**config.mk**
```make
export PLATFORM = sky130hd
export DESIGN_NAME = dual_prod_accum
export DESIGN_NICKNAME = d
export VERILOG_FILES = /design/src/rtl/dual_prod_accum.sv
export SDC_FILE = /design/constraint.sdc
export NUM_CORES = 1
export LEC_CHECK = 0
export CORE_AREA = 4 4 192 194
export CTS_CLUSTER_DIAMETER = 120
export DETAILED_ROUTE_END_ITERATION = 6
export DIE_AREA = 0 0 196 198
export HOLD_SLACK_MARGIN = 0.02
export SYNTH_ARGS = -nofsm -noshare
export SYNTH_HDL_FRONTEND = slang
export SYNTH_SLANG_ARGS = --single-unit
```
**constraint.sdc**
```tcl
create_clock -name clk -period 8.25 [get_ports clk]
set_input_delay 1.65 -clock clk [delete_from_list [all_inputs] [get_ports clk]]
set_output_delay 1.65 -clock clk [all_outputs]
set_load 0.1 [all_outputs]
```
**src/rtl/dual_prod_accum.sv**
```systemverilog
// dual_prod_accum
//   Two-lane accumulator behind a dual multiplier. Each lane adds its signed
//   17-bit product into a wrapping ACC_W-bit accumulator. At the end of a
//   window the two sums go to a requantisation (RQ) stage. That stage rounds,
//   shifts, optionally applies ReLU and saturates to int8. The result then
//   leaves through a single output register with a valid/ready handshake.
//
// Ports
//   clk, rst_n             clock, asynchronous active-low reset
//   i_valid, i_last        product-pair beat and end-of-window marker
//   prod_ac, prod_bc       signed 17-bit products for lanes a and b
//   cfg_bias_a/b           per-lane bias loaded on the first beat of a window
//   cfg_shift, cfg_relu    requantisation shift and ReLU enable, captured at i_last
//   stall_req              asks upstream to pause while both stages are blocked
//   o_valid, o_ready       output handshake
//   o_a, o_b, o_sat        int8 results and per-lane saturation flags
//   err_overrun            sticky: a finished window was dropped
module dual_prod_accum #(
  parameter int ACC_W = 24
) (
  input  logic                    clk,
  input  logic                    rst_n,
  input  logic                    i_valid,
  input  logic                    i_last,
  input  logic signed [16:0]      prod_ac,
  input  logic signed [16:0]      prod_bc,
  input  logic signed [ACC_W-1:0] cfg_bias_a,
  input  logic signed [ACC_W-1:0] cfg_bias_b,
  input  logic [4:0]              cfg_shift,
  input  logic                    cfg_relu,
  output logic                    stall_req,
  output logic                    o_valid,
  input  logic                    o_ready,
  output logic signed [7:0]       o_a,
  output logic signed [7:0]       o_b,
  output logic [1:0]              o_sat,
  output logic                    err_overrun
);

  localparam int RW = ACC_W + 1;
  localparam logic signed [RW-1:0] SAT_MAX = RW'(127);
  localparam logic signed [RW-1:0] SAT_MIN = RW'(-128);

  logic signed [ACC_W-1:0] acc_a, acc_b;
  logic signed [ACC_W-1:0] ext_ac, ext_bc;
  logic signed [ACC_W-1:0] sum_a, sum_b;
  logic                    first;

  logic                    rq_valid;
  logic signed [ACC_W-1:0] rq_sum_a, rq_sum_b;
  logic [4:0]              rq_shift;
  logic                    rq_relu;

  logic       rq_adv, win_end, rq_load;
  logic [8:0] rq_res_a, rq_res_b;

  // The returned value is {sat, int8}. The extra bit of headroom holds the
  // rounding add. ReLU is applied before saturation, so a value clamped by
  // ReLU alone does not set the sat flag.
  function automatic logic [8:0] requant(input logic signed [ACC_W-1:0] sum,
                                         input logic [4:0] sh,
                                         input logic relu);
    logic signed [RW-1:0] rnd;
    logic signed [RW-1:0] r;
    logic [8:0]           res;
    rnd = (sh == 5'd0) ? '0 : (RW'(1) << (sh - 5'd1));
    r   = ($signed({sum[ACC_W-1], sum}) + rnd) >>> sh;
    if (relu && r[RW-1]) r = '0;
    if (r > SAT_MAX)      res = {1'b1, 8'h7f};
    else if (r < SAT_MIN) res = {1'b1, 8'h80};
    else                  res = {1'b0, r[7:0]};
    return res;
  endfunction

  assign ext_ac = {{(ACC_W-17){prod_ac[16]}}, prod_ac};
  assign ext_bc = {{(ACC_W-17){prod_bc[16]}}, prod_bc};
  assign sum_a  = (first ? cfg_bias_a : acc_a) + ext_ac;
  assign sum_b  = (first ? cfg_bias_b : acc_b) + ext_bc;

  assign rq_adv    = rq_valid && (!o_valid || o_ready);
  assign win_end   = i_valid && i_last;
  // RQ can take a new sum if it is empty or is emptying in this cycle.
  assign rq_load   = win_end && (!rq_valid || rq_adv);
  assign stall_req = rq_valid && o_valid && !o_ready;

  assign rq_res_a = requant(rq_sum_a, rq_shift, rq_relu);
  assign rq_res_b = requant(rq_sum_b, rq_shift, rq_relu);

  always_ff @(posedge clk or negedge rst_n) begin
    if (!rst_n) begin
      acc_a       <= '0;
      acc_b       <= '0;
      first       <= 1'b1;
      rq_valid    <= 1'b0;
      rq_sum_a    <= '0;
      rq_sum_b    <= '0;
      rq_shift    <= '0;
      rq_relu     <= 1'b0;
      o_valid     <= 1'b0;
      o_a         <= '0;
      o_b         <= '0;
      o_sat       <= '0;
      err_overrun <= 1'b0;
    end else begin
      // The accumulator restarts after every last beat, even when the result
      // of that window is dropped.
      if (i_valid) begin
        acc_a <= sum_a;
        acc_b <= sum_b;
        first <= i_last;
      end

      if (rq_load) begin
        rq_valid <= 1'b1;
        rq_sum_a <= sum_a;
        rq_sum_b <= sum_b;
        rq_shift <= cfg_shift;
        rq_relu  <= cfg_relu;
      end else if (rq_adv) begin
        rq_valid <= 1'b0;
      end

      if (win_end && !rq_load) err_overrun <= 1'b1;

      if (rq_adv) begin
        o_valid <= 1'b1;
        o_a     <= rq_res_a[7:0];
        o_b     <= rq_res_b[7:0];
        o_sat   <= {rq_res_b[8], rq_res_a[8]};
      end else if (o_ready) begin
        o_valid <= 1'b0;
      end
    end
  end

endmodule

```
==> results.py <==
metrics = {
    "die": {
        "floorplan.rows": 69,
        "die-width_microns": 196,
        "floorplan.io_pins": 114,
        "start_util_pct": 44.7,
        "die_area_sq_um": 38800,
        "die_h_microns": 198,
        "floorplan.core_area_sq_um": 35200,
    },
    "cts": {
        "ctsHoldBuffers": 0,
        "cts-htree-levels": 4,
        "cts_repair_resize_count": 0,
        "post_cts_buffers": 0,
        "cts_max_path_buffers": 2,
        "cts.clk_slew.worst_paths_ns": 0.07,
        "tritoncts": "built",
        "insertion_delay_ns": 0.46,
        "clkSinkCount": 124,
        "cts-buffers-inserted": 17,
        "clk_root_buffer_cell": "clkbuf_16",
    },
    "routing": {
        "postRouteAntennaNets": 0,
        "detailroute.wirelength.met3_mm": 5.80,
        "uppermost_metal_layer_occupied_by_signal_nets": "met4",
        "detailed_route_drc_error_count": 0,
        "totalWireLength_mm": 61.0,
        "post_drt_wl_per_cell_microns": 24.4,
        "per_cell_via_count_in_the_routed_design": 6.63,
        "via_count": 16600,
        "route.met2.wl_mm": 26.6,
        "drt-initial-drc-count": 1841,
        "detail_route.first_pass.iterations": 5,
        "detail_route.wirelength.met1_mm": 25.9,
    },
    "cells_and_area": {
        "antenna_cells_inserted": 0,
        "area_growth_syn_to_layout_pct": 12.7,
        "fin_nets": 2193,
        "fillers": 3526,
        "drive_above_1_share_pct": 12.2,
        "post-route-util_pct": 50.3,
    },
    "synthesis": {
        "post_synth.cell_area_avg_sq_um": 7.83,
        "synth.yosys.seq_area_share_pct": 19.7,
        "synth-seq-cells": 124,
        "ys_top_cells_by_count": "267 x nand2_1, 139 x nor2_1, 123 x dfrtp_1",
        "synth_top_area_share_pct": 19.6,
        "synth_edf_count": 0,
        "synth.yosys.warnings": 0,
        "postSynthCellCount": 2008,
        "synth_top_cells_by_area": "dfrtp_1 20%, mux2_2 7.1%, nand2_1 6.4%",
        "synth_top_cell_by_area": "dfrtp_1",
        "ys_async_sr_fraction_pct": 100,
        "synth_ff_type": "dfrtp_1",
        "synth_cell_type_count": 112,
        "synth.most_common_cell": "nand2_1",
        "total_nets_after_synthesis": 2175,
        "netlist_area_sq_um": 15700,
    },
    "sta": {
        "timing_hold_violations_final": 0,
        "part_of_the_cycle_the_worst_path_needs_pct": 85.9,
        "maxSlewViolCount": 0,
        "setup_violating_endpoint_count_in_the_final_report": 0,
        "clock-skew-final_ns": 0.0153,
        "final_period_minus_worst_setup_slack_ns": 7.09,
        "whs_ns": 0.478,
        "maxSlewHeadroom_pct": 28.4,
        "worstMarginPinSlew_ns": 1.06,
        "fin_setup_tns_ns": 0,
        "fmax_mhz": 141,
        "grt_setup_unrepaired": "no",
        "post-route-worst-setup-slack_ns": 1.16,
    },
    "setup_path": {
        "timing.critical_path.cells": "nor2_1, nand2_1, nor2_1, ha_1, ha_1, a31oi_1, a21oi_1, o2111ai_1, a21oi_1, o31ai_1, or2_1, mux4_2, a2111oi_0, o2111ai_1, nor4_1, nand4_1, a31oi_1, a221o_1",
        "critical_path_required_ns": 8.64,
        "crit_path_max_fanout": 46,
        "crit_path_max_incr_delay_ns": 0.72,
        "setup.worst_path.end_class": "register",
        "critical-path-top-delay-family": "compound AO/OA/AOI/OAI gates",
        "worst_path_max_delay_cell": "dfrtp_2",
        "worst_setup_path_start_kind": "register",
        "critical_path.n_buffers_inverters": 0,
        "timing.critical_path.arrival_ns": 7.48,
        "crit_type": "register to register",
    },
    "job": {
        "max-cap-violations": 0,
    },
    "global_routing": {
        "grt_pass1_wl_mm": 93.6,
        "antenna_found_initial": 0,
        "grt_pass1_vias": 15500,
        "grt-ovfl-total": 0,
        "grt_max_degree": 65,
        "track_usage_pct": 30.6,
    },
    "power": {
        "report.power.total_mw": 6.27,
        "cellPowerDensity_nw_per_um2": 354,
        "max_ir_drop_vdd_uv": 242,
        "p_leak_nw": 7.30,
    },
    "place": {
        "finalWeightedCongestion": 0.996,
        "pre_cts_ws_ns": 1.39,
        "detailed_placement_hpwl_mm": 45.6,
        "io_buffers": 113,
    },
    "min_path": {
        "hold_class": "register to register",
    },
    "status": {
        "status": "finished, final reports clean",
    },
}
==> stage by stage <==
stage          area [sq um]  std cells
6_report              17700       2500
5_1_grt               17700       2500
4_1_cts               17700       2500
3_5_place_dp          17100       2468
3_3_place_gp          17100       2468
2_1_floorplan         15700       2008
==> cell families after synthesis <==
family	Yosys count	synth area share [%]
flip-flops	124	19.7
multiplexers	153	11.6
AO/OA/AOI/OAI	627	28.6
AND/OR/NAND/NOR	737	23.1
XOR/XNOR	96	5.57
adder cells (fa/ha/maj)	76	6.11
buffers and inverters	195	5.23
==> cell usage in the layout (no fill, tap or decap), types with 9 or more instances in the layout <==
cell / n
nand2_1: 267
nor2_1: 138
a21oi_1: 120
dfrtp_1: 120
clkdlybuf4s50_1: 111
o21ai_0: 106
mux2_2: 99
nand3_1: 80
ha_1: 72
xnor2_1: 67
nor3_1: 46
inv_1: 45
mux2i_1: 40
o211ai_1: 39
buf_4: 36
a21o_1: 34
nand4_1: 33
a31oi_1: 32
xor2_1: 26
and2_1: 23
o31ai_1: 20
or3_1: 19
a211oi_1: 18
nand2b_1: 17
and3_1: 17
o21a_1: 17
o22ai_1: 17
clkbuf_16: 17
or2_2: 16
o2111ai_1: 14
mux4_2: 14
a2111oi_0: 13
a211o_1: 12
a221oi_1: 12
nor4_1: 12
a21boi_0: 11
a22oi_1: 11
a2bb2oi_1: 9
==> final cells by class <==
cell class	count	area (sq um)	share of cell area (%)
Clock buffer	18	429	2.42
Sequential cell	124	3110	17.5
Timing Repair Buffer	149	1400	7.88
Inverter	45	169	0.952
Tap cell	461	577	3.25
Multi-Input combinational cell	1689	11800	66.7
Clock inverter	14	231	1.31
==> layer usage <==
layer / track usage [%] / up-vias
met5: 0 / -
met4: 12.9 / 0
met3: 7.03 / 145
met2: 46.8 / 945
met1: 41.7 / 7839
li1: - / 7647
==> flip-flops by register name (all words and copies together), names as in the netlist <==
| name | flops |
|---|---|
| acc_a | 24 |
| acc_b | 24 |
| rq_sum_a | 24 |
| rq_sum_b | 24 |
| o_a | 8 |
| o_b | 8 |
| rq_shift | 5 |
| o_sat | 2 |
| err_overrun | 1 |
| first | 1 |
| o_valid | 1 |
| rq_relu | 1 |
| rq_valid | 1 |
==> path summary, 6_finish.rpt <==
check	startpoint	endpoint	slack [ns]	cells past startpoint
max	rq_shift[2]	o_b[0]	1.16	18
min	o_b[7]	o_b[7]	0.48	2
max reg2reg	rq_shift[2]	o_b[0]	1.16	18
min reg2reg	o_b[7]	o_b[7]	0.48	2
max in group asynchronous	rst_n	rq_shift[0]	5.68	2
min in group asynchronous	rst_n	o_a[7]	1.21	1
==> power breakdown <==
group | switching (mW) | leakage (nW) | internal (mW)
combinational | 2.57 | 5.50 | 1.54
sequential | 0.378 | 1.47 | 0.890
clock | 0.349 | 0.322 | 0.545
==> tightest hold or removal path, delay by kind of cell (launching register included) <==
family           cells  cell delay, ns
flip-flops           1            0.34
AO/OA/AOI/OAI        1            0.05
AND/OR/NAND/NOR      1            0.05
Note: power is estimated with default switching activity, not from simulation.
